===== config.mk =====
export PLATFORM = sky130hd
export DESIGN_NAME = inst_loader
export DESIGN_NICKNAME = d
export VERILOG_FILES = /design/src/rtl/inst_loader.sv
export SDC_FILE = /design/constraint.sdc
export NUM_CORES = 1
export LEC_CHECK = 0
export BUFFER_PORTS_ARGS = -buffer_cell sky130_fd_sc_hd__clkbuf_2
export CAP_MARGIN = 15
export CORE_MARGIN = 5
export CORE_UTILIZATION = 55
export DETAILED_ROUTE_END_ITERATION = 12
export GPL_TIMING_DRIVEN = 0
export HOLD_SLACK_MARGIN = 0.03
export PLACE_DENSITY_LB_ADDON = 0.1
export SYNTH_ARGS = -nofsm -noshare
export SYNTH_HDL_FRONTEND = slang
export SYNTH_SLANG_ARGS = --single-unit

===== constraint.sdc =====
create_clock -name clk -period 2.4 [get_ports clk]
set_input_delay 0.12 -clock clk [delete_from_list [all_inputs] [get_ports clk]]
set_output_delay 0.12 -clock clk [all_outputs]
set_load 0.02 [all_outputs]

===== src/rtl/inst_loader.sv =====
// Program loader: packs a little-endian byte stream into 32-bit instruction
// words and writes them to instruction memory, holding the core meanwhile.
module inst_loader #(
  parameter int          DEPTH     = 512,
  parameter logic [31:0] BASE_ADDR = 32'h0000_0000
) (
  input  logic        clk,
  input  logic        rst_n,
  input  logic        load_start_i,
  input  logic [15:0] load_len_i,
  input  logic        byte_valid_i,
  input  logic [7:0]  byte_data_i,
  output logic        byte_ready_o,
  output logic        mem_we_o,
  output logic [31:0] mem_waddr_o,
  output logic [31:0] mem_wdata_o,
  output logic        cpu_hold_o,
  output logic        load_busy_o,
  output logic        load_done_o,
  output logic        load_err_o
);

  typedef enum logic [1:0] {
    S_IDLE  = 2'd0,
    S_RECV  = 2'd1,
    S_WRITE = 2'd2,
    S_DONE  = 2'd3
  } state_t;

  state_t      r_state;
  logic [15:0] r_len;
  logic [15:0] r_word_cnt;
  logic [1:0]  r_byte_cnt;
  logic [23:0] r_word_lo;
  logic        r_byte_ready;
  logic        r_mem_we;
  logic [31:0] r_mem_waddr;
  logic [31:0] r_mem_wdata;
  logic        r_cpu_hold;
  logic        r_load_busy;
  logic        r_load_done;
  logic        r_load_err;

  logic        w_accept;
  logic        w_len_ok;
  logic        w_last_word;

  // r_byte_ready is only ever set in RECV, so it doubles as the state qualifier.
  assign w_accept    = byte_valid_i & r_byte_ready;
  assign w_len_ok    = (load_len_i != 16'd0) && (int'(load_len_i) <= DEPTH);
  assign w_last_word = (r_word_cnt == r_len - 16'd1);

  // NOTE: every register here uses <= so all of them see pre-edge values;
  // blocking assignments would make the result depend on statement order.
  always_ff @(posedge clk or negedge rst_n) begin
    if (!rst_n) begin
      r_state      <= S_IDLE;
      r_len        <= '0;
      r_word_cnt   <= '0;
      r_byte_cnt   <= '0;
      r_word_lo    <= '0;
      r_byte_ready <= 1'b0;
      r_mem_we     <= 1'b0;
      r_mem_waddr  <= '0;
      r_mem_wdata  <= '0;
      r_cpu_hold   <= 1'b0;
      r_load_busy  <= 1'b0;
      r_load_done  <= 1'b0;
      r_load_err   <= 1'b0;
    end else begin
      case (r_state)
        S_IDLE: begin
          if (load_start_i) begin
            if (w_len_ok) begin
              r_len        <= load_len_i;
              r_word_cnt   <= '0;
              r_byte_cnt   <= '0;
              r_load_err   <= 1'b0;
              r_byte_ready <= 1'b1;
              r_cpu_hold   <= 1'b1;
              r_load_busy  <= 1'b1;
              r_state      <= S_RECV;
            end else begin
              r_load_err <= 1'b1;
            end
          end
        end

        S_RECV: begin
          if (w_accept) begin
            r_byte_cnt <= r_byte_cnt + 2'd1;
            if (r_byte_cnt == 2'd3) begin
              // Fourth byte goes straight to the top lane of the output word.
              r_mem_wdata  <= {byte_data_i, r_word_lo};
              r_mem_waddr  <= BASE_ADDR + {14'd0, r_word_cnt, 2'b00};
              r_mem_we     <= 1'b1;
              r_byte_ready <= 1'b0;
              r_state      <= S_WRITE;
            end else begin
              r_word_lo[8*r_byte_cnt +: 8] <= byte_data_i;
            end
          end
        end

        S_WRITE: begin
          r_mem_we   <= 1'b0;
          r_word_cnt <= r_word_cnt + 16'd1;
          if (w_last_word) begin
            r_load_done <= 1'b1;
            r_state     <= S_DONE;
          end else begin
            r_byte_ready <= 1'b1;
            r_state      <= S_RECV;
          end
        end

        S_DONE: begin
          r_load_done <= 1'b0;
          r_cpu_hold  <= 1'b0;
          r_load_busy <= 1'b0;
          r_state     <= S_IDLE;
        end

        default: r_state <= S_IDLE;
      endcase
    end
  end

  assign byte_ready_o = r_byte_ready;
  assign mem_we_o     = r_mem_we;
  assign mem_waddr_o  = r_mem_waddr;
  assign mem_wdata_o  = r_mem_wdata;
  assign cpu_hold_o   = r_cpu_hold;
  assign load_busy_o  = r_load_busy;
  assign load_done_o  = r_load_done;
  assign load_err_o   = r_load_err;

endmodule

==> results of run 1 <==
-- critical path, stage by stage (launching register included) --
cell	delay [ps]
dfrtp_1	450
or4_1	480
buf_2	180
o21a_1	180
or3_1	360
a21boi_2	160
o2111ai_2	180
o2bb2ai_1	180
-- layer usage --
layer  wire length, µm  share of wire, %
met1              4900                42
met2              5940                51
met3               520               4.5
met4               236               2.0
met5                 0                 0
-- state kept, by name, indices dropped and copies added, names as in the netlist --
name and flops:
mem_waddr_o 16, byte_ready_o 1, load_err_o 1, r_len 16
mem_wdata_o 32, r_byte_cnt 2, load_done_o 1, mem_we_o 1
load_busy_o 1, r_word_lo 24, r_state 2, r_word_cnt 16
-- kinds of logic after synthesis --
logic type      after synthesis  synth area share, %
simple gates                163                 15.5
xor+xnor                     30                 5.01
mux                          58                 12.4
compound gates               58                 6.80
flops                       113                 53.9
other cells                   1               0.0715
buf+inv                      44                 4.72
fa+ha+maj                     7                 1.67
-- power by group through the flow --
stage	Combinational, mW	Sequential (mW)	Clock, mW
2_1_floorplan	0.331	2.05	0
3_3_place_gp	0.466	2.07	0
3_5_place_dp	0.483	2.07	0
4_1_cts	0.520	2.03	2.70
5_1_grt	0.612	2.05	2.79
6_report	0.547	2.04	2.67
-- layout by cell type, fill, tap and decap left out, drive strengths merged, types with 6 or more instances in the layout --
cell         Yosys  layout
nor4             6       6
o21ai           36      36
xor2            25      25
nor3            11      11
buf             23      23
clkinv           0       6
a21oi            6       6
nor2b            9       9
nand2           73      73
clkbuf          13     112
conb             1      16
dlygate4sd3      0      21
nand3            9       9
ha               7       7
nor2            25      25
mux2            56      56
dfrtp          113     113
inv              8       8
-- layout make-up --
cell class	count	area [µm²]	area share, %
repair buffers	102	624	9.21
plain buffers	36	218	3.21
clock inverters	14	214	3.16
multi-input cells	332	2290	33.7
clock buffers	18	418	6.16
inverters	8	30.0	0.443
flip-flops and latches	113	2830	41.7
well taps	129	161	2.38
-- through the flow --
step / cells / total power, mW / setup WS, ps
after floorplan: 489 / 2.38 / 323
after global placement: 699 / 2.53 / -329
after detailed placement: 699 / 2.55 / 78.6
after CTS: 752 / 5.26 / 64.6
after global routing: 752 / 5.45 / -1.13
final: 752 / 5.26 / 121
-- what timing repair did --
| action | CTS | global route |
|---|---|---|
| gates resized for setup | 0 | 10 |
| hold endpoints to repair | 157 | 0 |
| endpoints found under the setup margin | 0 | 29 |
| hold buffers | 21 | 0 |
-- how the worst min path moves through the flow --
stage | startpoint | endpoint | slack [ps] | cells past startpoint
6_report | load_len_i[14] | load_busy_o | 90 | 6
5_1_grt | load_len_i[14] | load_busy_o | 130 | 6
4_1_cts | load_len_i[15] | load_busy_o | 70 | 6
3_5_place_dp | rst_n | mem_wdata_o[27] | 310 | 1
3_3_place_gp | load_len_i[0] | r_len[0] | 350 | 3
2_1_floorplan | rst_n | byte_ready_o | -180 | 0
==> out/qor.yml, run 1 <==
async_flop_share_pct: 100
antenna_found_initial: 0
hp-class: "in2reg"
ys_seq_elements: 113
peakVddDrop_uv: 424
core_um2: 9280
std_cell_rows: 35
slew_headroom_pct: 41.6
worst_skew_pair.late_latency_ps: 520
wl_per_cell_um: 15.4
netlist_top_cells_count: "dfrtp_1 (113), nand2_1 (73), mux2_2 (53), o21ai_0 (36)"
vias: 3968
clockRootBuffer: "clkbuf_8"
nNetsFinal: 645
grt_pass1_vias: 3932
io_pins: 98
area.growth.synth_to_final_pct: 29.2
die_x_um: 108
rrSetupSlack_ps: 120
crit_arrival_ps: 2680
met2_usage_pct: 35.9
fin_crit_sh_pct: 95.0
seqPwrFrac_pct: 38.8
dr.pass1.iters: 5
critPathKind: "reg2reg"
die_area_um2: 11600
swShare_pct: 24.5
yosysWarnings: 0
reg2reg_depth: 7
gr-usage-met3_pct: 4.68
final_core_util_pct: 73.0
syn_area_um2: 5250
io_buffers: 81
diodes: 0
place_area_um2: 5880
slew_violations: 0
synth_edf_count: 0
die_y_um: 108
finalHoldViolCount: 0
htreeDepth: 4
hpwlAfterDp_um: 7720
drtIter0Drc: 203
endpoint: "byte_ready_o"
status: "complete, no violations"
viasPerCell: 5.28
grt-busiest-layer: "met2"
nFillCells: 672
numCtsBuffers: 17
cts_buffer_depth: 2
synth.avg_cell_area_um2: 11.1
path_clk_slew_ps: 60
grt_usage_pct: 20.8
seq_area_frac_synth_pct: 53.9
grt_pass1_wl_um: 18900
holdWs_ps: 88.3
grt_overflow: 0
end_kind: "register"
rr_startpoint: "r_len[2]"
fin_setup_tns_ps: 0
netlist_instances: 474
fin_skew_ps: 7.61
clock-sinks: 113
synth_top_area_share_pct: 53.9
power.clock.fraction_pct: 50.9
routed_wl_um: 11600
tightest_slew_ps: 876
fin_crit_ps: 2280
synth_ff_type: "dfrtp_1"
critical_path_peak_fanout: 7
ant_nets: 0
post_cts_buffers: 0
fmax_ghz: 0.439
critPathRequiredTime_ps: 2800
initial_core_util_pct: 56.5
gp_congestion: 0.825
drive_gt1_share_pct: 33.4
grt_use_met1_pct: 25.1
p_leak_nw: 3.43
internal_power_mw: 3.97
r2r-end: "byte_ready_o"
stdcell_area_um2: 6780
comb_power_share_pct: 10.4
switchingPower_mw: 1.29
grt_max_degree: 114
drv_cap: 0
synth.most_common_cell: "dfrtp_1"
synth_area_leader_cell: "dfrtp_1"
critPathLaunchType: "register"
ys_top_cells_by_area: "dfrtp_1 (54%), mux2_2 (11%), nand2_1 (5.2%), xor2_1 (4.2%), o21ai_0 (3.4%)"
power.density_nw_per_um2: 776
ys_types: 49
finalSetupViolCount: 0
cts_tree: "done"
drc: 0
cp-startpoint: "r_len[2]"
No activity file was read; power rests on OpenSTA's default activity.
==> run 2: changes to the inputs <==
==> constraint.sdc (replaced) <==
create_clock -name clk -period 2.4 [get_ports clk]
set_input_delay 0.36 -clock clk [delete_from_list [all_inputs] [get_ports clk]]
set_output_delay 0.36 -clock clk [all_outputs]
set_load 0.02 [all_outputs]
==> run 2 against run 1 <==
Net effect: highest routed layer unchanged; critical path depth stayed put; die area did not move; first-iteration DRC count grew 26%; clock power hardly changed; combinational power shrank 4.9%; worst hold slack lost 23 ps; largest power group unchanged; global-route usage is 0.50 points lower; register-to-register slack barely moved.
==> out/qor.yml, run 2 (synthesis results as in run 1) <==
fmax_ghz: 0.441  # +0.46%
worst_skew_pair.late_latency_ps: 520  # about the same
peakVddDrop_uv: 412  # -2.8%
antenna_found_initial: 0  # unchanged
largest_register_ff_count: 32  # unchanged
slew_violations: 0  # unchanged
hpwlAfterDp_um: 7720  # unchanged
dp_slack_ps: -82.0  # -161 ps
nNetsFinal: 625  # -3.1%
multi_input_area_um2: 2290  # unchanged
dr.pass1.iters: 4  # -1
grt_pass1_wl_um: 18400  # -2.4%
drtIter0Drc: 255  # +26%
critPathRequiredTime_ps: 2800  # about the same
power.density_nw_per_um2: 795  # +2.5%
grt_pass1_vias: 3818  # -2.9%
clockRootBuffer: "clkbuf_8"
ant_nets: 0  # unchanged
grt_max_degree: 114  # unchanged
vias: 3869  # -2.5%
clock-sinks: 113  # unchanged
rrSetupSlack_ps: 130  # about the same
wl_per_cell_um: 15.4  # +0.11%
die_x_um: 108  # unchanged
fin_skew_ps: 6.81  # -0.797 ps
slew_headroom_pct: 39.9  # -1.7 points
layout.cells.non_filler: 732  # -2.7%
diodes: 0  # unchanged
nFillCells: 698  # +3.9%
cts_buffer_depth: 2  # unchanged
final_core_util_pct: 70.9  # -2.2 points
gp_congestion: 0.825  # unchanged
p_leak_nw: 3.35  # -2.4%
critPathLaunchType: "register"
critPathKind: "reg2reg"
routed_wl_um: 11300  # -2.6%
fin_ws_ps: 131  # +10.4 ps
drc: 0  # unchanged
drive_gt1_share_pct: 34.5  # +1.1 points
die_y_um: 108  # unchanged
drv_cap: 0  # unchanged
dpl.cell_count: 699  # unchanged
std_cell_rows: 35  # unchanged
viasPerCell: 5.29  # +0.17%
die_area_um2: 11600  # unchanged
end_kind: "register"
path_clk_slew_ps: 60  # about the same
htreeDepth: 4  # unchanged
finalHoldViolCount: 0  # unchanged
crit_arrival_ps: 2670  # about the same
post_cts_buffers: 0  # unchanged
initial_core_util_pct: 56.5  # unchanged
fin_crit_ps: 2270  # -10.4 ps
holdWs_ps: 65.8  # -22.5 ps
cts_tree: "done"
hp-class: "in2reg"
io_pins: 98  # unchanged
finalSetupViolCount: 0  # unchanged
grt_overflow: 0  # unchanged
tightest_slew_ps: 901  # +24.9 ps
numCtsBuffers: 17  # unchanged
final-seq-area_um2: 2830  # unchanged
fin_crit_sh_pct: 94.5  # -0.43 points
status: "complete, no violations"
layout_common_cells: "dfrtp_1 (113), clkbuf_2 (80), nand2_1 (73)"
critical_path_peak_fanout: 7  # unchanged
area.growth.synth_to_final_pct: 25.4
final_common_cell: "dfrtp_1"
grt_usage_pct: 20.3  # -0.50 points
core_um2: 9280  # unchanged
io_buffers: 81  # unchanged
[run 2: cell types whose count changed in the layout (fill, tap and decap cells not counted)]
cell and change:
dlygate4sd3_1 -20
[run 2: area by class of cell]
cell class / instances / area share, %
timing repair buffer: 82 / 6.45
tap: 129 / 2.45
multi-input combinational: 332 / 34.8
clock buffer: 18 / 6.35
sequential: 113 / 43.0
buffer: 36 / 3.31
clock inverter: 14 / 3.25
inverter: 8 / 0.456
[run 2: routing by layer]
metal / global-route usage [%] / vias to the layer above / share of wire [%] / routed length [µm]
met5: 0 / - / 0 / 0
met4: 8.48 / 0 / 1.5 / 170
met3: 4.86 / 17 / 4.6 / 516
met2: 33.9 / 111 / 51 / 5770
met1: 25.3 / 1905 / 43 / 4850
li1: - / 1836 / - / -
[run 2: per-stage QoR]
step                      setup TNS [ps]  total power [mW]  cell area, µm²
after floorplan                        0              2.38            5300
after global placement            -63560              2.53            5870
after detailed placement            -894              2.55            5880
after CTS                              0              5.23            6520
after global routing               -33.3              5.43            6580
final                                  0              5.23            6580
[run 2: timing repair]
action / in CTS / in global routing
hold buffers: 1 / 0
resized for setup: 0 / 10
endpoints found under the hold margin: 113 / 0
setup endpoints to repair: 0 / 25
[run 2: critical path: stages (launching register included)]
cell       delay, ps
dfrtp_1          450
or4_1            480
buf_2            180
o21a_1           180
or3_1            360
a21boi_2         160
o2111ai_2        180
o2bb2ai_1        170
[run 2: path summary, 6_finish.rpt]
| path | start | endpoint | depth (start not counted) |
|---|---|---|---|
| setup / recovery | r_len[2] | byte_ready_o | 7 |
| hold / removal | load_len_i[1] | r_len[1] | 3 |
| setup reg to reg | r_len[2] | byte_ready_o | 7 |
| hold reg to reg | r_word_lo[12] | r_word_lo[12] | 2 |
| max in group asynchronous | rst_n | mem_waddr_o[14] | 2 |
| min in group asynchronous | rst_n | mem_wdata_o[27] | 2 |
[run 2: power breakdown]
part | internal, mW | switching [mW] | total (mW)
clock | 1.79 | 0.888 | 2.67
sequential | 1.97 | 0.0661 | 2.04
combinational | 0.192 | 0.328 | 0.520
